File: src/rtl/tl_mmio_pkg.sv
// Shared TileLink MMIO constants, Acquire payload struct and union encoder
// used by the MMIO-to-TileLink acquire bridge.
package tl_mmio_pkg;

    localparam logic [2:0] A_GET      = 3'h0;
    localparam logic [2:0] A_PUT      = 3'h2;
    localparam logic [3:0] G_GET_DATA = 4'h4;
    localparam logic [3:0] G_PUT_ACK  = 4'h3;
    localparam logic [2:0] MT_D       = 3'b011;

    localparam int ADDR_BLOCK_W = 26;
    localparam int ADDR_BEAT_W  = 3;
    localparam int UNION_W      = 12;

    typedef struct packed {
        logic [ADDR_BLOCK_W-1:0] addr_block;
        logic [ADDR_BEAT_W-1:0]  addr_beat;
        logic [1:0]              xact_id;
        logic [2:0]              a_type;
        logic [UNION_W-1:0]      a_union;
        logic [63:0]             data;
    } acq_t;

    typedef struct packed {
        logic [63:0] rdata;
        logic        err;
    } resp_t;

    // Get carries the byte offset and a doubleword operand size; Put carries the byte mask.
    function automatic logic [UNION_W-1:0] acq_union_enc(input logic       is_write,
                                                         input logic [2:0] byte_off,
                                                         input logic [7:0] wstrb);
        return is_write ? {3'b000, wstrb, 1'b1} : {byte_off, MT_D, 5'b00000, 1'b1};
    endfunction

endpackage

File: src/rtl/tl_resp_fifo.sv
// Two-entry synchronous FIFO for bridge responses. The full flag is a flop, so a
// pop in the same cycle as a full FIFO does not open a slot until the next cycle.
module tl_resp_fifo #(
    parameter int W = 65
) (
    input  logic         clk,
    input  logic         reset,
    input  logic         push_i,
    input  logic [W-1:0] data_i,
    output logic         full_o,
    input  logic         pop_i,
    output logic [W-1:0] data_o,
    output logic         valid_o
);

    logic [1:0][W-1:0] mem_q, mem_d;
    logic              wr_q, wr_d, rd_q, rd_d;
    logic [1:0]        cnt_q, cnt_d;
    logic              full_q, full_d;
    logic              do_push, do_pop;

    always_comb begin
        mem_d   = mem_q;
        wr_d    = wr_q;
        rd_d    = rd_q;
        do_push = push_i && !full_q;
        do_pop  = pop_i && (cnt_q != 2'd0);
        if (do_push) begin
            mem_d[wr_q] = data_i;
            wr_d        = ~wr_q;
        end
        if (do_pop) rd_d = ~rd_q;
        cnt_d  = cnt_q + 2'(do_push) - 2'(do_pop);
        full_d = (cnt_d == 2'd2);
    end

    always_ff @(posedge clk) begin
        if (reset) begin
            wr_q   <= 1'b0;
            rd_q   <= 1'b0;
            cnt_q  <= 2'd0;
            full_q <= 1'b0;
        end else begin
            wr_q   <= wr_d;
            rd_q   <= rd_d;
            cnt_q  <= cnt_d;
            full_q <= full_d;
        end
    end

    always_ff @(posedge clk) mem_q <= mem_d;

    assign full_o  = full_q;
    assign valid_o = (cnt_q != 2'd0);
    assign data_o  = mem_q[rd_q];

endmodule

File: src/rtl/tl_mmio_acquire_bridge.sv
// Single-beat MMIO request/response to uncached TileLink Acquire/Grant bridge with
// up to four in-order outstanding transactions tagged by a 2-bit client_xact_id.
module tl_mmio_acquire_bridge
    import tl_mmio_pkg::*;
#(
    parameter int MAX_OUTSTANDING = 4
) (
    input  logic                    clk,
    input  logic                    reset,
    input  logic                    req_valid,
    output logic                    req_ready,
    input  logic [31:0]             req_addr,
    input  logic                    req_write,
    input  logic [63:0]             req_wdata,
    input  logic [7:0]              req_wstrb,
    output logic                    resp_valid,
    input  logic                    resp_ready,
    output logic [63:0]             resp_rdata,
    output logic                    resp_err,
    output logic                    acq_valid,
    input  logic                    acq_ready,
    output logic [ADDR_BLOCK_W-1:0] acq_addr_block,
    output logic [ADDR_BEAT_W-1:0]  acq_addr_beat,
    output logic [1:0]              acq_client_xact_id,
    output logic                    acq_is_builtin_type,
    output logic [2:0]              acq_a_type,
    output logic [UNION_W-1:0]      acq_union,
    output logic [63:0]             acq_data,
    input  logic                    gnt_valid,
    output logic                    gnt_ready,
    input  logic [1:0]              gnt_client_xact_id,
    input  logic [3:0]              gnt_g_type,
    input  logic [63:0]             gnt_data
);

    logic       acq_valid_q, acq_valid_d;
    acq_t       acq_q, acq_d;
    logic [1:0] issue_ptr_q, issue_ptr_d;
    logic [1:0] expect_ptr_q, expect_ptr_d;
    logic [2:0] outstanding_q, outstanding_d;
    logic [3:0] sb_q, sb_d;
    logic       orphan_q, orphan_d;

    logic       req_fire, acq_fire, gnt_fire, gnt_ok, orphan, exp_write, fifo_full;
    logic [3:0] inflight, exp_type;
    resp_t      push_data, pop_data;

    function automatic logic [1:0] ptr_inc(input logic [1:0] p);
        return (p == 2'(MAX_OUTSTANDING - 1)) ? 2'd0 : p + 2'd1;
    endfunction

    always_comb begin
        acq_fire  = acq_valid_q && acq_ready;
        gnt_fire  = gnt_valid && !fifo_full;
        // A pending Acquire in the output register already holds a credit.
        inflight  = {1'b0, outstanding_q} + {3'b000, acq_valid_q};
        req_ready = (!acq_valid_q || acq_ready) && (inflight < 4'(MAX_OUTSTANDING));
        req_fire  = req_valid && req_ready;
        orphan    = gnt_fire && (outstanding_q == 3'd0);
        gnt_ok    = gnt_fire && !orphan;
        exp_write = sb_q[expect_ptr_q];
        exp_type  = exp_write ? G_PUT_ACK : G_GET_DATA;

        push_data.rdata = exp_write ? 64'd0 : gnt_data;
        push_data.err   = (gnt_client_xact_id != expect_ptr_q) || (gnt_g_type != exp_type) || orphan_q;

        acq_valid_d   = acq_valid_q;
        acq_d         = acq_q;
        issue_ptr_d   = issue_ptr_q;
        expect_ptr_d  = expect_ptr_q;
        outstanding_d = outstanding_q;
        sb_d          = sb_q;
        orphan_d      = orphan_q;

        if (req_fire) begin
            acq_valid_d        = 1'b1;
            acq_d.addr_block   = req_addr[31:6];
            acq_d.addr_beat    = req_addr[5:3];
            acq_d.xact_id      = issue_ptr_q;
            acq_d.a_type       = req_write ? A_PUT : A_GET;
            acq_d.a_union      = acq_union_enc(req_write, req_addr[2:0], req_wstrb);
            acq_d.data         = req_wdata;
            sb_d[issue_ptr_q]  = req_write;
            issue_ptr_d        = ptr_inc(issue_ptr_q);
        end else if (acq_fire) begin
            acq_valid_d = 1'b0;
        end

        if (gnt_ok) expect_ptr_d = ptr_inc(expect_ptr_q);

        case ({acq_fire, gnt_ok})
            2'b10:   outstanding_d = outstanding_q + 3'd1;
            2'b01:   outstanding_d = outstanding_q - 3'd1;
            default: outstanding_d = outstanding_q;
        endcase

        // An orphan Grant is swallowed; its error is reported on the next real response.
        if (orphan)      orphan_d = 1'b1;
        else if (gnt_ok) orphan_d = 1'b0;
    end

    always_ff @(posedge clk) begin
        if (reset) begin
            acq_valid_q   <= 1'b0;
            issue_ptr_q   <= 2'd0;
            expect_ptr_q  <= 2'd0;
            outstanding_q <= 3'd0;
            sb_q          <= 4'd0;
            orphan_q      <= 1'b0;
        end else begin
            acq_valid_q   <= acq_valid_d;
            issue_ptr_q   <= issue_ptr_d;
            expect_ptr_q  <= expect_ptr_d;
            outstanding_q <= outstanding_d;
            sb_q          <= sb_d;
            orphan_q      <= orphan_d;
        end
    end

    always_ff @(posedge clk) acq_q <= acq_d;

    tl_resp_fifo #(.W($bits(resp_t))) u_resp_fifo (
        .clk     (clk),
        .reset   (reset),
        .push_i  (gnt_ok),
        .data_i  (push_data),
        .full_o  (fifo_full),
        .pop_i   (resp_ready),
        .data_o  (pop_data),
        .valid_o (resp_valid)
    );

    assign gnt_ready           = !fifo_full;
    assign resp_rdata          = pop_data.rdata;
    assign resp_err            = resp_valid && pop_data.err;
    assign acq_valid           = acq_valid_q;
    assign acq_addr_block      = acq_q.addr_block;
    assign acq_addr_beat       = acq_q.addr_beat;
    assign acq_client_xact_id  = acq_q.xact_id;
    assign acq_is_builtin_type = 1'b1;
    assign acq_a_type          = acq_q.a_type;
    assign acq_union           = acq_q.a_union;
    assign acq_data            = acq_q.data;

endmodule
File: config.mk
export PLATFORM = sky130hd
export DESIGN_NAME = tl_mmio_acquire_bridge
export DESIGN_NICKNAME = d
export VERILOG_FILES = /design/src/rtl/tl_mmio_pkg.sv /design/src/rtl/tl_resp_fifo.sv /design/src/rtl/tl_mmio_acquire_bridge.sv
export SDC_FILE = /design/constraint.sdc
export NUM_CORES = 1
export LEC_CHECK = 0
export CORE_MARGIN = 5
export CORE_UTILIZATION = 45
export CTS_BUF_LIST = sky130_fd_sc_hd__clkbuf_2 sky130_fd_sc_hd__clkbuf_4 sky130_fd_sc_hd__clkbuf_8
export CTS_CLUSTER_SIZE = 14
export DETAILED_ROUTE_END_ITERATION = 10
export GPL_TIMING_DRIVEN = 0
export HOLD_SLACK_MARGIN = 0.1
export MAX_ROUTING_LAYER = met4
export PLACE_DENSITY = 0.94
export SYNTH_ARGS = -nofsm -noshare
export SYNTH_HDL_FRONTEND = slang
export SYNTH_SLANG_ARGS = --single-unit
File: constraint.sdc
create_clock -name clk -period 18.2 [get_ports clk]
set_input_delay 2.73 -clock clk [delete_from_list [all_inputs] [get_ports clk]]
set_output_delay 2.73 -clock clk [all_outputs]
set_load 0.01 [all_outputs]
==> run summary <==
outcome - completed
mapped cell area - 9440 sq um
Core Area - 20800 sq um
clock root cell - clkbuf_8
die area - 24000 sq um
Max Freq - 0.146 GHz
GRT Total Usage - 0.219
postcts setup bufs - 0
uppermost layer routed - met4
area growth from synthesis to layout - 51.0%
Req. time, crit path - 15.47 ns
Max stage delay on crit path - 0.60 ns
vias in the first global route - 6416
Pwr Density - 122 nW/um^2
gpl congestion - 0.907
post-layout min period - 6.84 ns
Relative slew margins - 0.389
Syn Area/Cell - 18.5 sq um
largest net degree at the start of global routing - 66
ratio of cells with drive above 1 in the final layout - 0.168
cts repair resizes - 0
1st-iter DRT viols - 305
via count - 5953
Core Rows - 53
Routed WL - 26.3 mm
via density per instance - 4.83
CP startpoint kind - input port
asr flop ratio synth - 0
Peak VDD IR - 93.4 uV
antenna violations before repair - 0
#FFs+latches synth - 255
IO Pins - 361
Layout Cells excl Fill - 1232
Max Cap Viol - 0
Clock Latency Late Sink - 0.52 ns
setup TNS - 0 ns
crit path max fanout - 5
first-pass GRT wire length - 38.7 mm
EDFF count, synth - 237
Inst Count DP - 1156
Distinct cells, synth - 38
PortBufs - 356
kind of critical path - in2out
detailed-routed wire length on met2 - 14.4 mm
Syn Inst Count - 510
Leak - 5.03 nW
predominant post-synthesis flop cell - edfxtp_1
cell chain of the critical path - clkdlybuf4s50_1 -> nor2b_1 -> nor3_1 -> clkdlybuf4s50_1
# nets final - 1114
Clk pin slew, worst setup/hold paths - 0.06 ns
Final setup viols - 0
worst path arrival time - 4.11 ns
fin crit share - 0.376
Yosys warning total - 0
power consumption - 1.73 mW
Antenna Violating Nets Remaining - 0
hpwl dp - 19.5 mm
Worst setup EP type - output port
Crit path top cell by count - clkdlybuf4s50_1
initial core utilization - 0.453
CP max-delay cell - clkdlybuf4s50_1
Worst Tran Pin Value - 0.916 ns
worst hold slack - 0.483 ns
number of remaining DRC errors - 0
RSZ-0062 raised after global routing - no
grt total ovfl - 0
# hold bufs at CTS - 0
wl on met1 - 9.71 mm
TritonCTS Buffers - 41
drt first pass iters - 4
Fin Clk Skew - 0.0138 ns
die width - 155 um
register area share after synthesis - 0.792
Slew Viols, Final - 0
Clock Sinks - 255
Final Hold Fails - 0
H-tree depth - 2
buffer depth of the longest clock path - 3
Hold Path Class - reg2reg
CTS tree - built
DR WL met3 - 1.74 mm
Die Y - 155 um
detailed-route wire length per cell - 21.3 um
fin util - 0.685
-- cells by family after synthesis --
group / Yosys count / share of synthesized area
AND/OR/NAND/NOR: 113 / 0.0732
AO/OA/AOI/OAI: 21 / 0.0142
other: 2 / 0.000795
flip-flops: 255 / 0.792
multiplexers: 70 / 0.0840
buffers and inverters: 33 / 0.0167
adder cells (fa/ha/maj): 9 / 0.0127
XOR/XNOR: 7 / 0.00649
-- where the power goes --
| group | switching (mW) | internal [mW] |
|---|---|---|
| clock network | 0.212 | 0.254 |
| logic | 0.228 | 0.269 |
| registers | 0.0263 | 0.745 |
-- Yosys cell counts (3+ instances only) --
library cell  number  area [sq um]
buf_4              4          30.0
ha_1               8           100
nor2b_1           72           450
mux2i_1            5          50.1
edfxtp_1         237          7120
and2_1             7          43.8
nor3_1             4          20.0
a21oi_1            6          30.0
nor4_1             3          18.8
xor2_1             4          35.0
buf_2              9          45.0
nand2b_1           8          50.1
mux2_2            64           721
o21ai_0            4          20.0
dfxtp_1           18           360
xnor2_1            3          26.3
nor2_1             9          33.8
inv_1             12          45.0
o211ai_1           5          37.5
clkbuf_1           7          26.3
-- cell usage in the layout, fill, tap and decap left out, types with 6 or more instances in the layout --
cell,instances
dfxtp_1,18
and2_1,6
clkbuf_1,7
edfxtp_1,237
clkbuf_8,45
inv_1,11
clkinv_1,11
nand2b_1,8
a21oi_1,6
ha_1,8
clkbuf_4,13
nor2_1,9
nor2b_1,72
buf_4,17
clkdlybuf4s50_1,356
buf_2,9
mux2_2,64
-- per-layer routing --
| layer | vias up | global-route usage |
|---|---|---|
| met5 | - | - |
| met4 | 0 | 0.0538 |
| met3 | 29 | 0.0523 |
| met2 | 230 | 0.397 |
| met1 | 2957 | 0.245 |
| li1 | 2737 | - |
-- worst max-delay path, delay by kind of cell --
family        cells  cell delay, ns
simple gates      2            0.27
buf+inv           2            1.11
-- flip-flops by register name, indices dropped and copies added (netlist names), 2 cells and up --
register / count
acq_addr_beat: 3
acq_addr_block: 26
acq_client_xact_id: 2
acq_data: 64
acq_union: 11
expect_ptr_q: 2
issue_ptr_q: 2
outstanding_q: 3
sb_q: 4
u_resp_fifo.cnt_q: 2
u_resp_fifo.mem_q: 130
-- final timing paths --
| path | slack [ns] | cells after the start | end | from |
|---|---|---|---|---|
| min reg2reg | 0.48 | 2 | sb_q[1]$_SDFFE_PP0P_ | sb_q[1]$_SDFFE_PP0P_ |
| min | 0.48 | 2 | sb_q[1]$_SDFFE_PP0P_ | sb_q[1]$_SDFFE_PP0P_ |
| max reg2reg | 14.95 | 10 | acq_data[52]$_DFFE_PP_ | outstanding_q[0]$_SDFFE_PP0P_ |
| max | 11.36 | 4 | req_ready | acq_ready |
-- through the flow --
step | setup slack, ns | area (sq um)
after floorplan | 4.32 | 9450
after global placement | 0.616 | 13400
after detailed placement | 11.38 | 13500
after CTS | 11.37 | 14300
after global routing | 11.33 | 14300
final | 11.36 | 14300
-- cell type report --
type	count	area [sq um]
Sequential cell	255	7480
Fill cell	1400	6560
Timing Repair Buffer	369	3660
Multi-Input combinational cell	224	1820
Clock buffer	58	717
Tap cell	275	344
Buffer	21	113
Clock inverter	17	73.8
Inverter	12	47.5
Antenna cell	1	2.50
Power figures use the tool's default switching activity.
